<file path="src/rtl/tail_light_seq_pkg.sv">
`default_nettype none
// ============================================================================
//  Module   : tail_light_pkg
//  Brief    : Mode encoding, state type and thermometer helper shared by the
//             tail-light sequencer and its bench.
//  Revision : 1.0
// ============================================================================
package tail_light_pkg;

    localparam logic [1:0] MODE_IDLE  = 2'd0;
    localparam logic [1:0] MODE_LEFT  = 2'd1;
    localparam logic [1:0] MODE_RIGHT = 2'd2;
    localparam logic [1:0] MODE_HAZ   = 2'd3;

    // Widest lamp bank the thermometer helper can describe.
    localparam int MAX_LAMPS = 32;

    typedef enum logic [1:0] {
        ST_IDLE  = MODE_IDLE,
        ST_LEFT  = MODE_LEFT,
        ST_RIGHT = MODE_RIGHT,
        ST_HAZ   = MODE_HAZ
    } mode_e;

    // Lowest `step` bits set; callers truncate to their own lamp count.
    function automatic logic [MAX_LAMPS-1:0] therm(input logic [31:0] step);
        logic [MAX_LAMPS-1:0] v;
        if (step >= 32'(MAX_LAMPS)) begin
            v = '1;
        end else begin
            v = (MAX_LAMPS'(1) << step) - MAX_LAMPS'(1);
        end
        return v;
    endfunction

endpackage
`default_nettype wire

</file>
<file path="src/rtl/tail_light_seq_if.sv">
`default_nettype none
// ============================================================================
//  Module   : tail_light_seq_if
//  Brief    : Switch requests in, lamp drive and mode out.
//  Revision : 1.0
// ============================================================================
interface tail_light_seq_if #(
    parameter int LAMPS = 3
);
    logic             left;
    logic             right;
    logic             haz;
    logic             brake;
    logic [LAMPS-1:0] l_lamps;
    logic [LAMPS-1:0] r_lamps;
    logic [1:0]       mode;

    modport master (
        output left, right, haz, brake,
        input  l_lamps, r_lamps, mode
    );

    modport slave (
        input  left, right, haz, brake,
        output l_lamps, r_lamps, mode
    );
endinterface
`default_nettype wire

</file>
<file path="src/rtl/tail_light_seq_step_tick_gen.sv">
`default_nettype none
// ============================================================================
//  Module   : step_tick_gen
//  Brief    : Animation prescaler; tick marks the last clk_en cycle of a step.
//  Revision : 1.0
// ============================================================================
module step_tick_gen #(
    parameter int STEP_DIV = 1
) (
    input  logic clk_en,
    input  logic rst,
    input  logic clr,
    input  logic run,
    output logic tick
);
    localparam int DIV_W = $clog2(STEP_DIV) + 1;
    localparam logic [DIV_W-1:0] c_div_last = DIV_W'(STEP_DIV - 1);

    logic [DIV_W-1:0] r_div_cnt;

    assign tick = (r_div_cnt == c_div_last);

    always_ff @(posedge clk_en) begin
        if (rst || clr) begin
            r_div_cnt <= '0;
        end else if (run) begin
            r_div_cnt <= tick ? '0 : r_div_cnt + DIV_W'(1);
        end
    end
endmodule
`default_nettype wire

</file>
<file path="src/rtl/tail_light_seq.sv">
`default_nettype none
// ============================================================================
//  Module   : tail_light_seq
//  Brief    : Parametrised turn/hazard sequencer with steady brake overlay.
//  Revision : 1.0
// ============================================================================
module tail_light_seq
    import tail_light_pkg::*;
#(
    parameter int LAMPS    = 3,
    parameter int STEP_DIV = 1
) (
    input  logic                   clk_en,
    input  logic                   rst,
    tail_light_seq_if.slave        bus
);
    localparam int STEP_W = $clog2(LAMPS) + 1;
    localparam logic [STEP_W-1:0] c_last_step = STEP_W'(LAMPS);

    mode_e             r_mode,   w_mode_nxt;
    logic [STEP_W-1:0] r_step,   w_step_nxt;
    logic              r_haz_ph, w_haz_ph_nxt;
    logic              r_brake_q;

    logic w_hz;
    logic w_own;
    logic w_tick;
    logic w_run;
    logic w_clr;

    logic [LAMPS-1:0] w_therm;
    logic [LAMPS-1:0] w_brake_v;
    logic [LAMPS-1:0] w_l_lamps;
    logic [LAMPS-1:0] w_r_lamps;

    assign w_hz  = bus.haz | (bus.left & bus.right);
    assign w_own = (r_mode == ST_LEFT) ? bus.left : bus.right;

    // The prescaler restarts whenever the mode changes and idles at zero.
    assign w_run = (r_mode != ST_IDLE);
    assign w_clr = (r_mode == ST_IDLE) || (w_mode_nxt != r_mode);

    step_tick_gen #(
        .STEP_DIV (STEP_DIV)
    ) u_step_tick_gen (
        .clk_en (clk_en),
        .rst    (rst),
        .clr    (w_clr),
        .run    (w_run),
        .tick   (w_tick)
    );

    always_ff @(posedge clk_en) begin
        if (rst) begin
            r_mode    <= ST_IDLE;
            r_step    <= '0;
            r_haz_ph  <= 1'b0;
            r_brake_q <= 1'b0;
        end else begin
            r_mode    <= w_mode_nxt;
            r_step    <= w_step_nxt;
            r_haz_ph  <= w_haz_ph_nxt;
            r_brake_q <= bus.brake;
        end
    end

    always_comb begin
        w_mode_nxt   = r_mode;
        w_step_nxt   = r_step;
        w_haz_ph_nxt = r_haz_ph;
        case (r_mode)
            ST_IDLE: begin
                if (w_hz) begin
                    w_mode_nxt   = ST_HAZ;
                    w_haz_ph_nxt = 1'b1;
                end else if (bus.left) begin
                    w_mode_nxt = ST_LEFT;
                    w_step_nxt = STEP_W'(1);
                end else if (bus.right) begin
                    w_mode_nxt = ST_RIGHT;
                    w_step_nxt = STEP_W'(1);
                end
            end
            ST_LEFT, ST_RIGHT: begin
                if (w_hz) begin
                    w_mode_nxt   = ST_HAZ;
                    w_haz_ph_nxt = 1'b1;
                    w_step_nxt   = '0;
                end else if (w_tick) begin
                    if (!w_own || (r_step == c_last_step)) begin
                        w_mode_nxt = ST_IDLE;
                        w_step_nxt = '0;
                    end else begin
                        w_step_nxt = r_step + STEP_W'(1);
                    end
                end
            end
            ST_HAZ: begin
                if (w_tick) begin
                    // Leave only from the dark phase so a flash is never cut short.
                    if (!r_haz_ph && !w_hz) begin
                        w_mode_nxt   = ST_IDLE;
                        w_haz_ph_nxt = 1'b0;
                    end else begin
                        w_haz_ph_nxt = ~r_haz_ph;
                    end
                end
            end
            default: begin
                w_mode_nxt   = ST_IDLE;
                w_step_nxt   = '0;
                w_haz_ph_nxt = 1'b0;
            end
        endcase
    end

    assign w_therm   = LAMPS'(therm(32'(r_step)));
    assign w_brake_v = {LAMPS{r_brake_q}};

    always_comb begin
        w_l_lamps = w_brake_v;
        w_r_lamps = w_brake_v;
        case (r_mode)
            ST_HAZ: begin
                w_l_lamps = {LAMPS{r_haz_ph}};
                w_r_lamps = {LAMPS{r_haz_ph}};
            end
            ST_LEFT:  w_l_lamps = w_therm;
            ST_RIGHT: w_r_lamps = w_therm;
            default: begin
                w_l_lamps = w_brake_v;
                w_r_lamps = w_brake_v;
            end
        endcase
    end

    assign bus.l_lamps = w_l_lamps;
    assign bus.r_lamps = w_r_lamps;
    assign bus.mode    = r_mode;
endmodule
`default_nettype wire

</file>
<file path="src/flat_wrapper.sv">
// flat-port wrapper written by rule: the top's interface ports become plain ports
module tail_light_seq_flat import tail_light_pkg::*;
#(
    parameter int LAMPS    = 3,
    parameter int STEP_DIV = 1
)
  (clk_en, rst, bus_left, bus_right, bus_haz, bus_brake, bus_l_lamps, bus_r_lamps, bus_mode);
  tail_light_seq_if #(.LAMPS(LAMPS)) bus_i ();
  input  logic clk_en;
  input  logic rst;
  input wire logic [$bits(bus_i.left)-1:0] bus_left;
  input wire logic [$bits(bus_i.right)-1:0] bus_right;
  input wire logic [$bits(bus_i.haz)-1:0] bus_haz;
  input wire logic [$bits(bus_i.brake)-1:0] bus_brake;
  output wire logic [$bits(bus_i.l_lamps)-1:0] bus_l_lamps;
  output wire logic [$bits(bus_i.r_lamps)-1:0] bus_r_lamps;
  output wire logic [$bits(bus_i.mode)-1:0] bus_mode;
  assign bus_i.left = bus_left;
  assign bus_i.right = bus_right;
  assign bus_i.haz = bus_haz;
  assign bus_i.brake = bus_brake;
  assign bus_l_lamps = bus_i.l_lamps;
  assign bus_r_lamps = bus_i.r_lamps;
  assign bus_mode = bus_i.mode;
  tail_light_seq #(.LAMPS(LAMPS), .STEP_DIV(STEP_DIV)) u_core (.clk_en(clk_en), .rst(rst), .bus(bus_i));
endmodule
</file>
<file path="config.mk">
export PLATFORM = sky130hd
export DESIGN_NAME = tail_light_seq_flat
export DESIGN_NICKNAME = d
export VERILOG_FILES = /design/src/rtl/tail_light_seq_pkg.sv /design/src/rtl/tail_light_seq_if.sv /design/src/rtl/tail_light_seq_step_tick_gen.sv /design/src/rtl/tail_light_seq.sv /design/src/flat_wrapper.sv
export SDC_FILE = /design/constraint.sdc
export NUM_CORES = 1
export LEC_CHECK = 0
export BUFFER_PORTS_ARGS = -buffer_cell sky130_fd_sc_hd__buf_2
export CAP_MARGIN = 20
export CORE_MARGIN = 2
export CORE_UTILIZATION = 35
export DETAILED_ROUTE_END_ITERATION = 12
export GPL_ROUTABILITY_DRIVEN = 0
export GPL_TIMING_DRIVEN = 0
export PLACE_DENSITY = 0.6
export SLEW_MARGIN = 20
export SYNTH_ARGS = -nofsm -noshare
export SYNTH_HDL_FRONTEND = slang
export SYNTH_SLANG_ARGS = --single-unit
</file>
<file path="constraint.sdc">
create_clock -name clk_en -period 4.45 [get_ports clk_en]
set_input_delay 0.445 -clock clk_en [delete_from_list [all_inputs] [get_ports clk_en]]
set_output_delay 0.445 -clock clk_en [all_outputs]
set_load 0.05 [all_outputs]
</file>
==> flow_summary.json, run 1 <==
{
  "ys.flop_type": "dfxtp_1",
  "synth_common_cells": "ha_1 (10), inv_1 (8), a21oi_1 (7), dfxtp_1 (7), nand2_1 (7)",
  "antenna_found_initial": 0,
  "syn2layout_area_growth_pct": 16.5,
  "layout-drive-gt1-share_pct": 18.5,
  "multi_input_area_um2": 432,
  "cts-root-buf": "clkbuf_4",
  "min_path_type": "input port to flip-flop",
  "path_clk_slew_ns": 0.05,
  "synth_edf_count": 0,
  "syn-cell-area_um2": 621,
  "insertion_delay_ns": 0.25,
  "holdBufCountCts": 0,
  "cts.sink_count": 7,
  "fin_setup_tns_ns": 0,
  "min_period_over_period_pct": 47.8,
  "async_flop_share_pct": 0,
  "path_max_fanout": 4,
  "ys_warn_count": 0,
  "n_antenna_cell": 0,
  "seq_area_frac_synth_pct": 22.6,
  "cts_inserted_buffers": 3,
  "peakVddDrop_v": 0.000190,
  "syn_area_per_cell_um2": 8.06,
  "grt_pass1_wl_um": 1910,
  "drt_first_pass_iters": 4,
  "coreArea_um2": 1690,
  "port_buffers": 11,
  "gr-total-overflow": 0,
  "routed_wl_um": 1190,
  "num_vias": 542,
  "critPathKind": "flip-flop to output pin",
  "ctsHtreeMaxLevel": 1,
  "die_area_um2": 2130,
  "yosysUniqueCellTypes": 23,
  "synthMostInstantiatedCell": "ha_1",
  "register_area_um2": 140,
  "required_ns": 4.01,
  "grt_setup_unrepaired": "no",
  "synth_nets": 93,
  "power_density_nw_per_um2": 484,
  "cts_tree": "done",
  "fin_skew_ns": 0.000725,
  "hold_viol": 0,
  "achievable-frequency_ghz": 0.470,
  "rows": 15,
  "cts_resized": 0,
  "drt_iter0_drc": 5,
  "post-synth-top-area-cell": "dfxtp_1",
  "yosys.area.top_type_share_pct": 22.6,
  "maxSlewHeadroom_pct": 79.1,
  "grt_max_degree": 10,
  "nets": 109,
  "fin_util_pct": 42.8,
  "worstPathArrival_ns": 1.68,
  "final_max_slew_viol_count": 0,
  "syn_inst": 77,
  "status": "completed",
  "fill_cells": 165,
  "initial_utilization_pct": 36.7,
  "cts_setup_buffers": 0,
  "dp.final_hpwl_um": 967,
  "antenna_left": 0,
  "end_kind": "output pin",
  "grt_usage_pct": 12.3,
  "power.leakage_nw": 0.318,
  "cap_viol_max_count": 0,
  "wl_per_cell_um": 10.9,
  "setup_viol": 0,
  "r2r_setup_slack_ns": 2.67,
  "drc": 0,
  "yosys-top-cells-area": "dfxtp_1 (23%), ha_1 (20%), a21oi_1 (5.6%)",
  "boundaryPins": 14,
  "synth.ff_latch_count": 7,
  "clockBufferDepth": 2,
  "min_period_ns": 2.13,
  "avgViaCountPerCell": 4.97,
  "die_w_um": 46.1,
  "fp.dieH_um": 46.1,
  "cp-start-kind": "flip-flop",
  "grt_pass1_vias": 452,
  "max_slew.worst_pin.slew_ns": 0.312
}
-- per-stage QoR --
step / cells / power (mW) / hold WS, ns / instance area (um2) / setup WS [ns]
after floorplan: 77 / 0.252 / 0.458 / 621 / 1.82
after global placement: 105 / 0.291 / 0.490 / 697 / 2.58
after detailed placement: 105 / 0.295 / 0.504 / 697 / 2.57
after CTS: 109 / 0.352 / 0.411 / 723 / 2.30
after global routing: 109 / 0.378 / 0.414 / 723 / 2.14
final: 109 / 0.350 / 0.414 / 723 / 2.32
-- cells in the final DEF (no fill, tap or decap), drive strengths merged, types with 4 or more instances in the layout --
cell and instances:
clkbuf 4, buf 13, o21ai 5, ha 10, nand2 7, nand2b 5
nor2b 4, inv 8, a21oi 7, dfxtp 7
-- logic make-up (layout without fill, tap and decap cells) --
| group | after synthesis | count (layout) | synth area share, % |
|---|---|---|---|
| AOI/OAI and AO/OA | 25 | 25 | 25.8 |
| and+or+nand+nor | 22 | 22 | 19.2 |
| DFF | 7 | 7 | 22.6 |
| buffers and inverters | 10 | 25 | 7.86 |
| adders and majority gates | 10 | 10 | 20.2 |
| xor gates and xnor gates | 2 | 2 | 2.82 |
| muxes | 1 | 1 | 1.61 |
-- power by group --
| part | switching, mW | total [mW] | internal (mW) |
|---|---|---|---|
| clock network | 0.0240 | 0.0582 | 0.0343 |
| registers | 0.0114 | 0.0833 | 0.0718 |
| logic | 0.144 | 0.209 | 0.0643 |
| total | 0.180 | 0.350 | 0.170 |
-- area by class of cell --
| cell class | instances | share of cell area [%] |
|---|---|---|
| multi-input combinational | 60 | 59.7 |
| sequential | 7 | 19.4 |
| timing repair buffer | 11 | 7.61 |
| inverter | 8 | 4.15 |
| clock buffer | 4 | 3.63 |
| tap | 17 | 2.94 |
| buffer | 2 | 2.60 |
-- worst paths after layout --
path,start,depth (start not counted),endpoint
min reg2reg,u_core.r_haz_ph$_SDFFE_PP0P_,1,u_core.r_haz_ph$_SDFFE_PP0P_
max reg2reg,u_core.bus.mode[1]$_SDFFE_PP0P_,6,u_core.r_step[0]$_SDFFE_PP0P_
max,u_core.r_step[0]$_SDFFE_PP0P_,7,bus_r_lamps[2]
min,bus_brake,2,u_core.r_brake_q$_SDFF_PP0_
-- worst max-delay path: stages (launching register included) --
cell     delay [ns]
dfxtp_1        0.33
inv_1          0.12
ha_1           0.16
nand2_1        0.09
ha_1           0.20
xnor2_1        0.13
o21ai_0        0.13
buf_2          0.28
-- registers in the layout, summed over array words and instances, names as in the netlist --
signal,count
u_core.r_brake_q,1
u_core.bus.mode,2
u_core.r_haz_ph,1
u_core.r_step,3
-- routing by layer --
metal | routed length [um] | vias up | GRT usage [%] | part of all wire (%)
li1 | - | 299 | - | -
met3 | 46 | 0 | 2.35 | 3.9
met2 | 529 | 13 | 20.0 | 45
met4 | 0 | 0 | 5.14 | 0
met1 | 609 | 230 | 15.8 | 51
met5 | 0 | - | 0 | 0
Power figures use the tool's default switching activity.
==> run 2, diff against run 1 <==
--- a/config.mk
+++ b/config.mk
@@ -5,6 +5,7 @@
 export SDC_FILE = /design/constraint.sdc
 export NUM_CORES = 1
 export LEC_CHECK = 0
+export ABC_AREA = 1
 export BUFFER_PORTS_ARGS = -buffer_cell sky130_fd_sc_hd__buf_2
 export CAP_MARGIN = 20
 export CORE_MARGIN = 2
==> constraint.sdc (replaced) <==
create_clock -name clk_en -period 2.2 [get_ports clk_en]
set_input_delay 0.22 -clock clk_en [delete_from_list [all_inputs] [get_ports clk_en]]
set_output_delay 0.22 -clock clk_en [all_outputs]
set_load 0.05 [all_outputs]
==> flow_summary.json, run 2 <==
{
  "drc": 0,
  "setup_viol": 0,
  "cp-start-kind": "flip-flop",
  "critPathKind": "flip-flop to output pin",
  "syn_inst": 97,
  "drt_iter0_drc": 5,
  "die_w_um": 46.3,
  "yosys.area.top_type_share_pct": 22.4,
  "synth_nets": 113,
  "min_path_type": "input port to flip-flop",
  "synth_edf_count": 0,
  "clockBufferDepth": 2,
  "whs_ns": 0.179,
  "min_period_over_period_pct": 87.5,
  "max_slew.worst_pin.slew_ns": 0.259,
  "antenna_left": 0,
  "gr-total-overflow": 0,
  "dp.final_hpwl_um": 1060,
  "power_uw": 871,
  "critPathMaxStageDelay_ns": 0.34,
  "path_clk_slew_ns": 0.05,
  "slowest_stage": "dfxtp_1",
  "worstHoldStart": "bus_brake",
  "wl_per_cell_um": 8.70,
  "power.leakage_nw": 0.398,
  "holdBufCountCts": 0,
  "antenna_found_initial": 0,
  "seq_area_frac_synth_pct": 22.4,
  "fin_skew_ns": 0.00152,
  "syn2layout_area_growth_pct": 19.6,
  "fill_cells": 184,
  "port_buffers": 13,
  "critPathMostFrequentCell": "ha_1",
  "grt_max_degree": 8,
  "insertion_delay_ns": 0.24,
  "yosysUniqueCellTypes": 18,
  "maxSlewHeadroom_pct": 82.8,
  "largest_register": "u_core.r_step",
  "min_period_ns": 1.93,
  "cap_viol_max_count": 0,
  "async_flop_share_pct": 0,
  "status": "completed",
  "cts_inserted_buffers": 3,
  "n_antenna_cell": 0,
  "path_max_fanout": 4,
  "mostFrequentLayoutCells": "nand2_1 (25), inv_1 (17), buf_2 (13), ha_1 (10), nor2_1 (9)",
  "crit_chain": "inv_1, ha_1, nand2_1, ha_1, xor2_1, o21ai_0, buf_2",
  "cts-root-buf": "clkbuf_4",
  "post-synth-top-area-cell": "dfxtp_1",
  "yosys-top-cells-area": "dfxtp_1 (22%), ha_1 (20%), nand2_1 (15%)",
  "grt_setup_unrepaired": "no",
  "ctsHtreeMaxLevel": 1,
  "final_max_slew_viol_count": 0,
  "rows": 15,
  "largest_register_ffs": 3,
  "die_area_um2": 2140,
  "syn_area_per_cell_um2": 6.45,
  "cp_top_family": "buffers and inverters",
  "cts_setup_buffers": 0,
  "coreArea_um2": 1710,
  "peakVddDrop_v": 0.000406,
  "required_ns": 1.98,
  "ys_warn_count": 0,
  "fin_util_pct": 43.8,
  "cts_resized": 0,
  "grt_usage_pct": 13.2,
  "synth_common_cells": "nand2_1 (25), inv_1 (17), ha_1 (10), nor2_1 (9), dfxtp_1 (7)",
  "grt_pass1_vias": 471,
  "cts_tree": "done",
  "final_common_cell": "nand2_1",
  "fp.dieH_um": 46.3,
  "achievable-frequency_ghz": 0.519,
  "layout-drive-gt1-share_pct": 19.3,
  "boundaryPins": 14,
  "end_kind": "output pin",
  "crit_buf_inv": 2,
  "grt_pass1_wl_um": 2010,
  "synthMostInstantiatedCell": "nand2_1",
  "crit_start": "u_core.r_step[0]$_SDFFE_PP0P_",
  "syn-cell-area_um2": 626,
  "worstPathArrival_ns": 1.71,
  "synth.ff_latch_count": 7,
  "power_density_nw_per_um2": 1160,
  "initial_utilization_pct": 36.6,
  "nets": 131,
  "avgViaCountPerCell": 4.47,
  "hold_viol": 0,
  "ys.flop_type": "dfxtp_1",
  "r2r_start": "u_core.bus.mode[1]$_SDFFE_PP0P_",
  "cts.sink_count": 7,
  "num_vias": 621,
  "routed_wl_um": 1210,
  "drt_first_pass_iters": 4
}
run 2: cell types whose count changed after synthesis, moves of 3 or more:
cell / delta
nor2b_1: -4
o211ai_1: -3
nand3_1: +5
nand2b_1: -5
nand2_1: +18
o22ai_1: -3
nor2_1: +7
inv_1: +9
run 2: per-stage QoR:
stage / instance area [um2] / setup WS [ns] / std cells / setup TNS (ns)
floorplan: 626 / -0.206 / 97 / -0.412
global placement: 722 / 0.552 / 135 / 0
detailed placement: 722 / 0.516 / 135 / 0
CTS: 748 / 0.250 / 139 / 0
global route: 748 / 0.121 / 139 / 0
finish: 748 / 0.274 / 139 / 0
run 2: final timing paths:
path	slack [ns]	cells after the start	to
worst max-delay path	0.27	7	bus_l_lamps[2]
worst min-delay path	0.18	3	u_core.r_brake_q$_SDFF_PP0_
worst max register to register	0.62	11	u_core.bus.mode[1]$_SDFFE_PP0P_
worst min register to register	0.47	2	u_core.r_step[2]$_SDFFE_PP0P_
run 2: worst reg2reg max path: cells and delay by family, from the launching register on:
kind                       cells  cell delay [ns]
buffers and inverters          3             0.25
adders and majority gates      1             0.24
DFF                            1             0.45
and+or+nand+nor                6             0.37
AOI/OAI and AO/OA              1             0.21
run 2: area by class of cell:
type	count	area [um2]	area share, %
inverter	18	67.6	9.03
multi-input combinational	72	418	55.9
tap	25	31.3	4.18
timing repair buffer	13	65.1	8.70
sequential	7	140	18.7
clock buffer	4	26.3	3.51
run 2: logic make-up (layout without fill, tap and decap cells):
kind of cell	count (synthesis)	after routing	share of synthesized area (%)
AND/OR/NAND/NOR	45	45	30.6
adder cells (fa/ha/maj)	10	10	20.0
buffers and inverters	18	35	10.8
flip-flops	7	7	22.4
AO/OA/AOI/OAI	16	16	14.8
XOR/XNOR	1	1	1.40
run 2: power by group:
part           switching (mW)  internal [mW]
logic                   0.411          0.164
clock network          0.0415         0.0688
registers              0.0343          0.152
total                   0.486          0.385
run 2: metal layers:
metal | up-vias | global-route usage (%) | wire length [um]
li1 | 345 | - | -
met1 | 261 | 18.5 | 625
met2 | 13 | 18.3 | 529
met3 | 2 | 2.35 | 42
met4 | 0 | 8.57 | 12
met5 | - | 0 | 0
==> run 3, diff against run 2 <==
--- a/config.mk
+++ b/config.mk
@@ -10,6 +10,7 @@
 export CAP_MARGIN = 20
 export CORE_MARGIN = 2
 export CORE_UTILIZATION = 35
+export CTS_BUF_LIST = sky130_fd_sc_hd__clkbuf_4 sky130_fd_sc_hd__clkbuf_8
 export DETAILED_ROUTE_END_ITERATION = 12
 export GPL_ROUTABILITY_DRIVEN = 0
 export GPL_TIMING_DRIVEN = 0
==> flow_summary.json, run 3 (synthesized netlist as in run 2, its figures left out) <==
{
  "wl_per_cell_um": 8.68,
  "grt_usage_pct": 13.2,
  "antenna_left": 0,
  "die_area_um2": 2140,
  "path_max_fanout": 4,
  "slowest_stage": "dfxtp_1",
  "min_period_ns": 1.92,
  "holdBufCountCts": 0,
  "timing.rr.end": "u_core.bus.mode[1]$_SDFFE_PP0P_",
  "crit_chain": "inv_1, ha_1, nand2_1, ha_1, xor2_1, o21ai_0, buf_2",
  "num_vias": 618,
  "crit_start": "u_core.r_step[0]$_SDFFE_PP0P_",
  "power_density_nw_per_um2": 1180,
  "path_clk_slew_ns": 0.05,
  "insertion_delay_ns": 0.24,
  "critPathKind": "flip-flop to output pin",
  "grt_pass1_wl_um": 2010,
  "max_slew.worst_pin.slew_ns": 0.258,
  "power.leakage_nw": 0.402,
  "syn2layout_area_growth_pct": 20.2,
  "cts_tree": "done",
  "port_buffers": 13,
  "cts_setup_buffers": 0,
  "largest_register": "u_core.r_step",
  "setup_viol": 0,
  "mostFrequentLayoutCells": "nand2_1 (25), inv_1 (17), buf_2 (13), ha_1 (10), nor2_1 (9)",
  "worstPathArrival_ns": 1.70,
  "grt_setup_unrepaired": "no",
  "clockBufferDepth": 2,
  "status": "completed",
  "fp.dieH_um": 46.3,
  "reg2reg_depth": 11,
  "dpl_cell_area_um2": 722,
  "end_kind": "output pin",
  "cts-root-buf": "clkbuf_4",
  "r2r_setup_slack_ns": 0.62,
  "cts_resized": 0,
  "drt_first_pass_iters": 4,
  "cts_inserted_buffers": 3,
  "critPathMostFrequentCell": "ha_1",
  "min_period_over_period_pct": 87.4,
  "min_path_type": "input port to flip-flop",
  "avgViaCountPerCell": 4.45,
  "n_antenna_cell": 0,
  "layout-drive-gt1-share_pct": 20.2,
  "ctsHtreeMaxLevel": 1,
  "antenna_found_initial": 0,
  "cts.sink_count": 7,
  "final_max_slew_viol_count": 0,
  "final_common_cell": "nand2_1",
  "drt_iter0_drc": 5,
  "power_uw": 884,
  "initial_utilization_pct": 36.6,
  "maxSlewHeadroom_pct": 82.8,
  "r2r_start": "u_core.bus.mode[1]$_SDFFE_PP0P_",
  "gr-total-overflow": 0,
  "largest_register_ffs": 3,
  "coreArea_um2": 1710,
  "achievable-frequency_ghz": 0.520,
  "stdcell_area_um2": 752,
  "die_w_um": 46.3,
  "required_ns": 1.98,
  "peakVddDrop_v": 0.000454,
  "rows": 15,
  "fin_skew_ns": 0.00131,
  "drc": 0,
  "grt_pass1_vias": 464,
  "routed_wl_um": 1210,
  "nets": 131,
  "hold_viol": 0,
  "grt_max_degree": 8,
  "boundaryPins": 14,
  "dp.final_hpwl_um": 1060,
  "cp-start-kind": "flip-flop",
  "crit_path_end": "bus_l_lamps[2]",
  "critPathMaxStageDelay_ns": 0.33,
  "cap_viol_max_count": 0
}
==> run 3: cell count changes in the layout (fill, tap and decap cells not counted) <==
cell	previous run	this run
clkbuf_1	1	0
clkbuf_4	3	4
==> run 3: power breakdown <==
part | switching (mW) | internal, mW
sequential | 0.0339 | 0.152
clock | 0.0416 | 0.0811
combinational | 0.411 | 0.164
==> run 3: critical path, delay by kind of cell, from the launching register on <==
| family | cells | cell delay, ns |
|---|---|---|
| buffers and inverters | 2 | 0.39 |
| adders and majority gates | 2 | 0.36 |
| DFF | 1 | 0.33 |
| xor gates and xnor gates | 1 | 0.17 |
| AOI/OAI and AO/OA | 1 | 0.13 |
| and+or+nand+nor | 1 | 0.09 |
==> run 3: worst min-delay path by stage <==
stage | from | endpoint | cells after the start
final | bus_brake | u_core.r_brake_q$_SDFF_PP0_ | 3
after global routing | rst | u_core.r_step[1]$_SDFFE_PP0P_ | 2
after CTS | bus_brake | u_core.r_brake_q$_SDFF_PP0_ | 3
after detailed placement | bus_brake | u_core.r_brake_q$_SDFF_PP0_ | 3
after global placement | bus_brake | u_core.r_brake_q$_SDFF_PP0_ | 3
after floorplan | rst | u_core.bus.mode[0]$_SDFFE_PP0P_ | 1
==> run 3: final cells by class <==
cell class              instances  area, um2
fillers                       181        956
multi-input cells              72        418
flip-flops and latches          7        140
inverters                      18       67.6
repair buffers                 13       65.1
well taps                      25       31.3
clock buffers                   4       30.0
==> run 3: per-layer routing <==
layer	global-route usage (%)	part of all wire, %	wire [um]	vias to the layer above
met3	2.35	3.5	42	2
li1	-	-	-	345
met2	17.5	44	525	13
met5	0	0	0	-
met4	8.57	1.0	12	0
met1	18.9	52	626	258
==> run 3: metrics by stage <==
stage | std cells | util (%) | worst slack (ns) | TNS (ns) | hold WS [ns]
floorplan | 97 | - | -0.206 | -0.412 | 0.289
global placement | 135 | 42.3 | 0.552 | 0 | 0.422
detailed placement | 135 | 42.3 | 0.516 | 0 | 0.435
CTS | 139 | 44.0 | 0.249 | 0 | 0.176
global route | 139 | 44.0 | 0.116 | 0 | 0.177
finish | 139 | 44.0 | 0.277 | 0 | 0.179
